File: config.mk
export PLATFORM = sky130hd
export DESIGN_NAME = program_loader
export DESIGN_NICKNAME = d
export VERILOG_FILES = /design/src/rtl/program_loader.sv
export SDC_FILE = /design/constraint.sdc
export NUM_CORES = 1
export LEC_CHECK = 0
export BUFFER_PORTS_ARGS = -buffer_cell sky130_fd_sc_hd__buf_4
export CAP_MARGIN = 20
export CORE_UTILIZATION = 53
export DETAILED_ROUTE_END_ITERATION = 8
export PLACE_DENSITY = 0.76
export SYNTH_ARGS = -nofsm -noshare
export SYNTH_HDL_FRONTEND = slang
export SYNTH_SLANG_ARGS = --single-unit
File: constraint.sdc
create_clock -name clk -period 2.2 [get_ports clk]
set_input_delay 0.11 -clock clk [delete_from_list [all_inputs] [get_ports clk]]
set_output_delay 0.11 -clock clk [all_outputs]
set_load 0.1 [all_outputs]
File: src/rtl/program_loader.sv
// Serial frame loader for the CPU instruction memory.
// Assembles LEN/{HI,LO}xN/CSUM frames into 16-bit writes and holds the CPU.
module program_loader #(
    parameter int TIMEOUT_CYCLES = 50000,
    parameter int TO_W           = 16
) (
    input  logic        clk,
    input  logic        rst_n,
    input  logic [7:0]  rx_data,
    input  logic        rx_valid,
    input  logic        start_load,
    output logic [15:0] data_in,
    output logic [7:0]  inst_add,
    output logic        instruction_wenable,
    output logic        load_done,
    output logic        load_err,
    output logic [8:0]  words_loaded
);

    typedef enum logic [2:0] {
        IDLE,
        LEN,
        HI,
        LO,
        CSUM,
        DONE,
        ERR
    } state_t;

    localparam logic [TO_W-1:0] TO_LAST = TO_W'(TIMEOUT_CYCLES - 1);

    state_t          state;
    logic [8:0]      wr_idx;
    logic [8:0]      words_left;
    logic [7:0]      hi_shadow;
    logic [7:0]      csum;
    logic [TO_W-1:0] to_cnt;

    always_ff @(posedge clk or negedge rst_n) begin
        if (!rst_n) begin
            state               <= IDLE;
            data_in             <= '0;
            inst_add            <= '0;
            instruction_wenable <= 1'b0;
            load_done           <= 1'b0;
            load_err            <= 1'b0;
            words_loaded        <= '0;
            wr_idx              <= '0;
            words_left          <= '0;
            hi_shadow           <= '0;
            csum                <= '0;
            to_cnt              <= '0;
        end else begin
            unique case (state)
                IDLE, DONE, ERR: begin
                    if (start_load) begin
                        state               <= LEN;
                        instruction_wenable <= 1'b1;
                        load_done           <= 1'b0;
                        load_err            <= 1'b0;
                        words_loaded        <= '0;
                        wr_idx              <= '0;
                        csum                <= '0;
                        to_cnt              <= '0;
                    end
                end
                LEN, HI, LO, CSUM: begin
                    if (rx_valid) begin
                        to_cnt <= '0;
                        if (state != CSUM)
                            csum <= csum ^ rx_data;
                        unique case (state)
                            LEN: begin
                                // A zero length byte encodes a full 256-word image
                                words_left <= (rx_data == 8'd0) ? 9'd256
                                                                : {1'b0, rx_data};
                                state <= HI;
                            end
                            HI: begin
                                hi_shadow <= rx_data;
                                state     <= LO;
                            end
                            LO: begin
                                data_in      <= {hi_shadow, rx_data};
                                inst_add     <= wr_idx[7:0];
                                wr_idx       <= wr_idx + 9'd1;
                                words_loaded <= words_loaded + 9'd1;
                                words_left   <= words_left - 9'd1;
                                state        <= (words_left > 9'd1) ? HI : CSUM;
                            end
                            default: begin
                                if (rx_data == csum) begin
                                    state               <= DONE;
                                    instruction_wenable <= 1'b0;
                                    load_done           <= 1'b1;
                                end else begin
                                    state    <= ERR;
                                    load_err <= 1'b1;
                                end
                            end
                        endcase
                    end else if (to_cnt == TO_LAST) begin
                        state    <= ERR;
                        load_err <= 1'b1;
                    end else begin
                        to_cnt <= to_cnt + 1'b1;
                    end
                end
                default: state <= IDLE;
            endcase
        end
    end

endmodule
==> reports/summary.txt, run 1 <==
TritonCTS clock tree - built
Commonest non-fill, non-tap cell in the layout - nand2_1
GRT Util Overall - 0.251
ANT nets after route - 0
Final layout net count - 572
Status - finished clean
Synthesized cell area - 4550 um^2
CTS buffer count - 9
Synth Warn # - 0
Seq cells post-synth - 88
Router iterations before antenna repair - 5
Avg Cell Area, Syn - 9.16 um^2
Initial Util - 0.550
Type of origin of the critical path - flip-flop
Syn nets - 513
Worst Hold Class - in -> reg
Setup Crit Path Kind - reg -> reg
Port Buf Inserts - 47
H-tree levels - 3
Pwr Total - 7.28 mW
Arrival time at the worst endpoint - 2380 ps
Vias in the first global route - 3628
VDD IR max - 0.892 mV
Leak - 2.42 nW
Synth cell types - 60
Achievable clock frequency - 477 MHz
Final non-filler cell total - 665
Share of the synthesized area in the top cell type - 0.484
CTS Root Cell - clkbuf_8
Clock transition at the registers of the reported paths - 90 ps
Antenna violations before repair - 0
Die Span X - 94.6 um
Layout cells sized above 1 - 0.211
Register area - 2200 um^2
DP Wirelength - 7030 um
# diodes - 0
Die H - 94.6 um
Die area - 8950 um^2
Fin crit period - 2090 ps
Core area - 8260 um^2
Post-route DRC - 0
Clk Latency, worst-skew pair - 360 ps
Ranking of synthesized cells by area - dfrtp_1, nand2_1, o21ai_0
Register area share after synthesis - 0.484
Via count - 3898
Dominant cell type by area after synthesis - dfrtp_1
Setup violations, final - 0
Area of the multi-input gates - 2130 um^2
Fin crit share - 0.952
FFs w/ async S/R, synth - 1.00
Prevailing post-synth register cell - dfrtp_1
GPL Wtd Cong - 0.902
Grt total ovfl - 0
Placed cell count - 645
Final setup skew - 10.3 ps
WL final - 10500 um
Cell count after synthesis - 496
Final number of max-transition violations - 0
# IOs - 48
Vias/cell - 5.86
Crit Path Max Fanout - 6
Largest net degree at the start of global routing - 50
Leading cell types in the layout, fill and taps excluded - nand2_1, dfrtp_1, buf_4
Pre-CTS WS - 7.37 ps
# rows - 33
Filler Cell Count - 681
Clk sinks - 88
Required @ worst endpoint - 2480 ps
Pwr dens - 1360 nW/um^2
Slew headroom - 0.649
First-pass GRT wire length - 17500 um
Post-synth EDFFs - 0
Max-Cap Viols - 0
Max clock buf depth - 2
Routed wire per std cell - 15.7 um
CP endpoint kind - flip-flop
Final Hold Vio Count - 0
Final worst slack - 105 ps
Area Growth Syn to Fin - 17.5%
Measured slew at the worst slew-check pin - 513 ps
Initial DRC count - 297
==> state kept, by name, summed over array words and instances, names as in the netlist, 3 cells and up <==
name / cells
words_loaded: 9
csum: 8
data_in: 16
state: 3
to_cnt: 16
hi_shadow: 8
inst_add: 8
wr_idx: 8
words_left: 9
==> worst paths after layout <==
path | from | endpoint | slack [ps] | depth (start not counted)
max | to_cnt[0] | to_cnt[7] | 110 | 7
min | rx_data[7] | data_in[7] | 10 | 3
max reg2reg | to_cnt[0] | to_cnt[7] | 110 | 7
min reg2reg | hi_shadow[2] | data_in[10] | 470 | 2
max in group asynchronous | rst_n | to_cnt[11] | 1310 | 3
min in group asynchronous | rst_n | inst_add[7] | 250 | 2
==> cell type report <==
type,instances,share of cell area
sequential,88,0.412
multi-input combinational,363,0.399
timing repair buffer,79,0.117
tap,105,0.0246
clock buffer,10,0.0239
clock inverter,6,0.0129
inverter,14,0.00984
==> layer usage <==
metal,track usage,part of all wire,vias up
li1,-,-,1873
met1,0.346,0.46,1914
met2,0.400,0.49,97
met3,0.0314,0.035,14
met4,0.104,0.015,0
met5,0,0,-
==> cell usage after synthesis (10+ instances only) <==
| library cell | instances |
|---|---|
| nand3_1 | 16 |
| clkbuf_1 | 20 |
| nor2_1 | 28 |
| nor3_1 | 14 |
| a211oi_1 | 10 |
| dfrtp_1 | 88 |
| o31ai_1 | 11 |
| o21ai_0 | 42 |
| xnor2_1 | 13 |
| a21oi_1 | 17 |
| inv_1 | 13 |
| nand2_1 | 97 |
==> what timing repair did <==
item / 4_1_cts / 5_1_grt
setup endpoints to repair: 0 / 11
buffers inserted: 0 / 1
hold buffers: 2 / 0
resized for setup: 0 / 7
endpoints found under the hold margin: 40 / 0
==> where the power goes <==
group | internal, mW | switching [mW]
Combinational | 1.10 | 2.62
Clock | 0.532 | 0.602
Sequential | 2.06 | 0.352
Total | 3.70 | 3.58
==> per-stage QoR <==
| step | hold slack (ps) | TNS, ps | util | cell area [um^2] |
|---|---|---|---|---|
| global route | 33.0 | -42.2 | 0.647 | 5340 |
| floorplan | -186 | 0 | - | 4550 |
| global placement | 118 | 0 | 0.616 | 5080 |
| CTS | 4.68 | 0 | 0.642 | 5300 |
| detailed placement | 123 | 0 | 0.616 | 5080 |
| finish | 10.5 | 0 | 0.647 | 5340 |
==> critical path, cell delays in order (launching register included) <==
cell and delay (ps):
dfrtp_1 420, ha_1 240, and3_2 240, nand4_1 140
nor3_4 70, buf_4 150, or4_2 600, a21oi_1 160
==> kinds of logic after synthesis <==
| kind of cell | count (synthesis) | share of synthesized area |
|---|---|---|
| adders and majority gates | 7 | 0.0184 |
| muxes | 10 | 0.0242 |
| xor gates and xnor gates | 20 | 0.0385 |
| DFF | 88 | 0.484 |
| buffers and inverters | 45 | 0.0515 |
| and+or+nand+nor | 211 | 0.224 |
| AOI/OAI and AO/OA | 115 | 0.159 |
No activity file was read; power rests on OpenSTA's default activity.
==> run 2: changes to the inputs <==
--- a/config.mk
+++ b/config.mk
@@ -7,9 +7,9 @@
 export LEC_CHECK = 0
 export BUFFER_PORTS_ARGS = -buffer_cell sky130_fd_sc_hd__buf_4
 export CAP_MARGIN = 20
-export CORE_UTILIZATION = 53
+export CORE_UTILIZATION = 55
 export DETAILED_ROUTE_END_ITERATION = 8
-export PLACE_DENSITY = 0.76
+export PLACE_DENSITY = 0.75
 export SYNTH_ARGS = -nofsm -noshare
 export SYNTH_HDL_FRONTEND = slang
 export SYNTH_SLANG_ARGS = --single-unit
==> constraint.sdc (replaced) <==
create_clock -name clk -period 2.1 [get_ports clk]
set_input_delay 0.105 -clock clk [delete_from_list [all_inputs] [get_ports clk]]
set_output_delay 0.105 -clock clk [all_outputs]
set_load 0.1 [all_outputs]
==> run 2 against run 1 <==
Compared with the run above:
- clock-buffer cell count is the same
- maximum frequency grew 0.18%
- register-to-register slack worse by 96 ps
- clock skew barely moved
- design area up 1.4%
- final cell count up 0.90%
- sequential power rose by 4%
- largest cell class unchanged
- largest power group unchanged
==> reports/summary.txt, run 2 (synthesis gave the netlist of run 1 again) <==
Filler Cell Count - 655 (was 681)
CTS Root Cell - clkbuf_8 (unchanged)
Clk Latency, worst-skew pair - 360 ps (about the same)
Routed wire per std cell - 15.4 um (was 15.7 um)
Max clock buf depth - 2 (unchanged)
Worst Hold Class - in -> reg (unchanged)
Worst reg2reg setup slack - 9 ps (was 110 ps)
Post-route DRC - 0 (unchanged)
Switching share of total power - 0.492 (about the same)
Die H - 92.9 um (was 94.6 um)
CTS buffer count - 9 (unchanged)
Required @ worst endpoint - 2350 ps (was 2480 ps)
Commonest non-fill, non-tap cell in the layout - nand2_1 (unchanged)
RSZ-0062 raised after global routing - true
Final number of max-transition violations - 0 (unchanged)
Largest net degree at the start of global routing - 56 (was 50)
Clk sinks - 88 (unchanged)
Slew headroom - 0.607 (was 0.649)
Crit Path Max Fanout - 6 (unchanged)
ANT nets after route - 0 (unchanged)
Reg-to-Reg End - state[0] (was to_cnt[7])
Critical Path End - state[0] (was to_cnt[7])
Achievable clock frequency - 478 MHz (was 477 MHz)
VDD IR max - 1.11 mV (was 0.892 mV)
Final Hold Vio Count - 0 (unchanged)
Vias in the first global route - 3727 (was 3628)
# diodes - 0 (unchanged)
Arrival time at the worst endpoint - 2340 ps (was 2380 ps)
Vias/cell - 5.84 (was 5.86)
Measured slew at the worst slew-check pin - 574 ps (was 513 ps)
Grt total ovfl - 0 (unchanged)
Final non-filler cell total - 671 (was 665)
Final setup skew - 10.4 ps (was 10.3 ps)
TritonCTS clock tree - built (unchanged)
Antenna violations before repair - 0 (unchanged)
Status - finished clean (unchanged)
Slowest stage cell, crit path - or4b_1 (was or4_2)
First-pass GRT wire length - 18000 um (was 17500 um)
Switch Pwr - 3.77 mW (was 3.58 mW)
Router iterations before antenna repair - 5 (unchanged)
Setup violations, final - 0 (unchanged)
Leading cell types in the layout, fill and taps excluded - nand2_1, dfrtp_1, buf_4 (unchanged)
Reg2reg path depth - 6 (was 7)
Type of origin of the critical path - flip-flop (unchanged)
Initial DRC count - 256 (was 297)
CP endpoint kind - flip-flop (unchanged)
Initial Util - 0.579 (was 0.550)
Final worst slack - 9.22 ps (was 105 ps)
Largest regs - data_in x16, to_cnt x16 (unchanged)
Pwr dens - 1420 nW/um^2 (was 1360 nW/um^2)
Layout cells sized above 1 - 0.232 (was 0.211)
Crit-path max cell delay - 510 ps (was 600 ps)
CP Cell Sequence - or4b_1 -> or4_4 -> nor3_4 -> buf_6 -> a2bb2oi_2 -> o22ai_1 (was ha_1 -> and3_2 -> nand4_1 -> nor3_4 -> buf_4 -> or4_2 -> a21oi_1)
Port Buf Inserts - 47 (unchanged)
Leak - 2.45 nW (was 2.42 nW)
Via count - 3919 (was 3898)
Final layout net count - 581 (was 572)
GPL Wtd Cong - 0.872 (was 0.902)
Fin crit period - 2090 ps (about the same)
Origin of the critical flop-to-flop path - to_cnt[12] (was to_cnt[0])
Setup Crit Path Kind - reg -> reg (unchanged)
Pre-CTS WS - -108 ps (was 7.37 ps)
# rows - 32 (was 33)
Worst setup path startpoint - to_cnt[12] (was to_cnt[0])
WL final - 10300 um (was 10500 um)
Clock Power Share - 0.138 (was 0.156)
# IOs - 48 (unchanged)
DP Wirelength - 7290 um (was 7030 um)
Placed cell count - 653 (was 645)
Max-Cap Viols - 0 (unchanged)
Flop pwr share - 0.327 (was 0.332)
Fin crit share - 0.996 (was 0.952)
Core area - 7850 um^2 (was 8260 um^2)
Combinational fraction of design power - 0.534 (was 0.512)
Die Span X - 92.9 um (was 94.6 um)
Die area - 8630 um^2 (was 8950 um^2)
Internal power - 3.90 mW (was 3.70 mW)
GRT Util Overall - 0.263 (was 0.251)
H-tree levels - 3 (unchanged)
Area Growth Syn to Fin - 19.1% (was 17.5%)
Clock transition at the registers of the reported paths - 90 ps (about the same)
==> run 2: cell types whose count changed in the layout (fill, tap and decap cells not counted), sizes merged <==
| cell | before | now |
|---|---|---|
| inv | 14 | 13 |
| clkinv | 4 | 5 |
| buf | 76 | 87 |
| clkbuf | 11 | 10 |
| dlygate4sd3 | 2 | 1 |
| clkinvlp | 1 | 2 |
| bufinv | 1 | 0 |
==> run 2: metrics by stage <==
step           area (um^2)  total power, mW  setup TNS (ps)  hold WS (ps)   util
2_1_floorplan         4550             5.44               0          -191      -
3_3_place_gp          5180             6.45            -123          82.2  0.660
3_5_place_dp          5180             6.56            -300          80.6  0.660
4_1_cts               5380             7.64               0          3.67  0.686
5_1_grt               5420             8.13            -201          20.6  0.690
6_report              5420             7.67               0          8.22  0.690
==> run 2: area by class of cell <==
type | count | area (um^2) | area share
Sequential cell | 88 | 2200 | 0.407
Clock inverter | 6 | 46.3 | 0.00855
Multi-Input combinational cell | 363 | 2150 | 0.397
Clock buffer | 10 | 128 | 0.0236
Tap cell | 102 | 128 | 0.0236
Timing Repair Buffer | 88 | 708 | 0.131
Inverter | 14 | 52.6 | 0.00970
==> run 2: routing by layer <==
layer	vias up	part of all wire	GRT usage
met3	15	0.049	0.0402
met5	-	0	0
met1	1902	0.46	0.377
met4	0	0.017	0.101
li1	1884	-	-
met2	118	0.47	0.401
==> run 2: worst min path at each step <==
| stage | slack, ps | depth (start not counted) | endpoint | startpoint |
|---|---|---|---|---|
| finish | 8 | 3 | data_in[6] | rx_data[6] |
| CTS | 4 | 3 | data_in[6] | rx_data[6] |
| global placement | 80 | 1 | inst_add[4] | rst_n |
| global route | 20 | 3 | data_in[1] | rx_data[1] |
| floorplan | -190 | 0 | csum[0] | rst_n |
| detailed placement | 80 | 1 | inst_add[3] | rst_n |
==> run 2: power by group through the flow <==
stage | Clock [mW] | Sequential, mW | Combinational [mW]
after global routing | 1.13 | 2.58 | 4.42
after CTS | 1.08 | 2.51 | 4.06
after global placement | 0 | 2.51 | 3.94
after detailed placement | 0 | 2.54 | 4.03
after floorplan | 0 | 3.76 | 1.69
final | 1.06 | 2.51 | 4.10
==> run 2: what timing repair did <==
action,in CTS,in global routing
pin swaps,1,4
hold buffers,1,0
cloned,0,0
endpoints found under the setup margin,8,10
setup buffers,0,1
endpoints found under the hold margin,33,0
gates resized for setup,4,5
==> run 2: worst max-delay path, delay by kind of cell, from the launching register on <==
family,cells,cell delay (ps)
AOI/OAI and AO/OA,2,210
buffers and inverters,1,160
DFF,1,380
and+or+nand+nor,3,1230
==> run 3: changes to the inputs <==
--- a/config.mk
+++ b/config.mk
@@ -6,10 +6,11 @@
 export NUM_CORES = 1
 export LEC_CHECK = 0
 export BUFFER_PORTS_ARGS = -buffer_cell sky130_fd_sc_hd__buf_4
-export CAP_MARGIN = 20
-export CORE_UTILIZATION = 55
+export CELL_PAD_IN_SITES_DETAIL_PLACEMENT = 1
+export CELL_PAD_IN_SITES_GLOBAL_PLACEMENT = 1
+export CORE_UTILIZATION = 45
 export DETAILED_ROUTE_END_ITERATION = 8
-export PLACE_DENSITY = 0.75
+export PLACE_DENSITY_LB_ADDON = 0.1
 export SYNTH_ARGS = -nofsm -noshare
 export SYNTH_HDL_FRONTEND = slang
 export SYNTH_SLANG_ARGS = --single-unit
==> run 3 against run 2 <==
Compared with the run above:
- wire length is 22% higher
- clock-buffer cell count shrank 1
- via count grew 0.54%
- clock skew barely moved
- combinational power rose by 2%
- critical path depth did not move
- first-iteration DRC count is 45% lower
- design area grew 2.5%
- clock power grew 24%
- maximum frequency rose by 0.54%
- utilization decreased by 12 points
- final cell count up 4.8%
==> reports/summary.txt, run 3 (synthesis gave the netlist of run 1 again) <==
Via count - 3940 (was 3919)
Final worst slack - 20.6 ps (was 9.22 ps)
Reg-to-Reg End - state[1] (was state[0])
CP endpoint kind - flip-flop (unchanged)
GRT Util Overall - 0.256 (was 0.263)
Largest regs - data_in x16, to_cnt x16 (unchanged)
Vias in the first global route - 4051 (was 3727)
Crit Path Max Fanout - 6 (unchanged)
Achievable clock frequency - 481 MHz (was 478 MHz)
Layout cells sized above 1 - 0.246 (was 0.232)
CTS buffer count - 9 (unchanged)
Status - finished clean (unchanged)
Leak - 2.49 nW (was 2.45 nW)
Die H - 103 um (was 92.9 um)
Initial Util - 0.465 (was 0.579)
Router iterations before antenna repair - 4 (was 5)
Measured slew at the worst slew-check pin - 485 ps (was 574 ps)
Flop pwr share - 0.315 (was 0.327)
Final layout net count - 582 (was 581)
Pre-CTS WS - -92.2 ps (was -108 ps)
Pwr Total - 8.03 mW (was 7.67 mW)
Pwr dens - 1450 nW/um^2 (was 1420 nW/um^2)
Fin crit period - 2080 ps (was 2090 ps)
TritonCTS clock tree - built (unchanged)
Setup Crit Path Kind - reg -> reg (unchanged)
Clk sinks - 88 (unchanged)
Final core occ - 0.568 (was 0.690)
Final number of max-transition violations - 0 (unchanged)
Leading cell types in the layout, fill and taps excluded - nand2_1, dfrtp_1, buf_4 (unchanged)
Commonest non-fill, non-tap cell in the layout - nand2_1 (unchanged)
Vias/cell - 5.60 (was 5.84)
Die area - 10500 um^2 (was 8630 um^2)
Critical Path End - state[1] (was state[0])
Arrival time at the worst endpoint - 2330 ps (was 2340 ps)
Clock Power Share - 0.164 (was 0.138)
First-pass GRT wire length - 20500 um (was 18000 um)
Die Span X - 103 um (was 92.9 um)
Antenna violations before repair - 0 (unchanged)
# rows - 36 (was 32)
Met3 usage - 0.0312 (was 0.0402)
Reg2reg path depth - 6 (unchanged)
Final Hold Vio Count - 0 (unchanged)
Post-route DRC - 0 (unchanged)
Combinational fraction of design power - 0.521 (was 0.534)
Fin crit share - 0.990 (was 0.996)
Clock transition at the registers of the reported paths - 90 ps (about the same)
Met1 GRT Util - 0.328 (was 0.377)
Top Usage Layer GRT - met2 (unchanged)
ANT nets after route - 0 (unchanged)
Worst reg2reg setup slack - 20 ps (was 9 ps)
Final setup skew - 10.6 ps (was 10.4 ps)
Internal power - 4.10 mW (was 3.90 mW)
Setup tns final - 0 ps (unchanged)
Slew headroom - 0.669 (was 0.607)
RSZ-0062 raised after global routing - true (unchanged)
VDD IR max - 0.722 mV (was 1.11 mV)
Max clock buf depth - 2 (unchanged)
Required @ worst endpoint - 2350 ps (about the same)
# IOs - 48 (unchanged)
Clk Latency, worst-skew pair - 370 ps (was 360 ps)
Switching share of total power - 0.490 (was 0.492)
Max-Cap Viols - 0 (unchanged)
GRT met2 Usage - 0.440 (was 0.401)
GPL Wtd Cong - 0.820 (was 0.872)
Port Buf Inserts - 47 (unchanged)
DP Wirelength - 8770 um (was 7290 um)
Worst setup path startpoint - to_cnt[11] (was to_cnt[12])
CTS Root Cell - clkbuf_8 (unchanged)
Worst Hold Class - in -> reg (unchanged)
Switch Pwr - 3.94 mW (was 3.77 mW)
Origin of the critical flop-to-flop path - to_cnt[11] (was to_cnt[12])
H-tree levels - 3 (unchanged)
Type of origin of the critical path - flip-flop (unchanged)
# diodes - 0 (unchanged)
Routed wire per std cell - 17.9 um (was 15.4 um)
Core area - 9770 um^2 (was 7850 um^2)
WL final - 12600 um (was 10300 um)
Initial DRC count - 142 (was 256)
Largest net degree at the start of global routing - 40 (was 56)
Grt total ovfl - 0 (unchanged)
Area Growth Syn to Fin - 22.1% (was 19.1%)
Placed cell count - 678 (was 653)
Final non-filler cell total - 703 (was 671)
Setup violations, final - 0 (unchanged)
[run 3: cell types whose count changed in the layout (fill, tap and decap cells not counted), sizes merged]
cell,delta
clkinv,-1
clkbuf,-1
inv,+1
dlygate4sd3,+1
bufinv,+2
clkinvlp,-1
[run 3: layout make-up]
type | instances | area, um^2
Multi-Input combinational cell | 363 | 2190
Clock buffer | 9 | 124
Inverter | 14 | 52.6
Sequential cell | 88 | 2200
Timing Repair Buffer | 89 | 722
Tap cell | 133 | 166
Clock inverter | 7 | 95.1
Fill cell | 1158 | 4220
[run 3: power groups by stage]
| stage | Combinational, mW | Clock (mW) | Sequential [mW] |
|---|---|---|---|
| floorplan | 1.69 | 0 | 3.76 |
| global placement | 3.92 | 0 | 2.51 |
| detailed placement | 4.04 | 0 | 2.56 |
| CTS | 4.10 | 1.34 | 2.53 |
| global route | 4.51 | 1.40 | 2.59 |
| finish | 4.18 | 1.31 | 2.53 |
[run 3: how the worst min path moves through the flow]
stage | start | slack, ps | end | cells after the start
finish | rx_data[6] | 20 | data_in[6] | 3
global route | rx_data[7] | 40 | data_in[7] | 3
CTS | rx_data[6] | 2 | data_in[6] | 3
detailed placement | rst_n | 30 | inst_add[4] | 1
global placement | rst_n | 30 | inst_add[4] | 1
floorplan | rst_n | -190 | csum[0] | 0
[run 3: metrics by stage]
step | area, um^2 | hold slack [ps]
final | 5550 | 17.3
after CTS | 5450 | 1.86
after global placement | 5170 | 32.2
after detailed placement | 5170 | 32.7
after global routing | 5550 | 35.2
after floorplan | 4550 | -191
[run 3: metal layers]
metal  wire, um  up-vias
met5          0        -
met4        246        0
met3        336       19
met2       6470       69
met1       5550     1965
li1           -     1887
[run 3: critical path, stage by stage (launching register included)]
cell and delay, ps:
dfrtp_1 380, or4b_1 510, or4_4 440, nor3_4 240, buf_6 170, a2bb2oi_2 140, o22ai_1 90
[run 3: repair_timing]
item	4_1_cts	5_1_grt
gates resized for setup	3	21
pin swaps	2	7
hold endpoints to repair	63	0
setup buffers	3	3
setup endpoints to repair	5	21
hold buffers	2	0
gates cloned	1	0
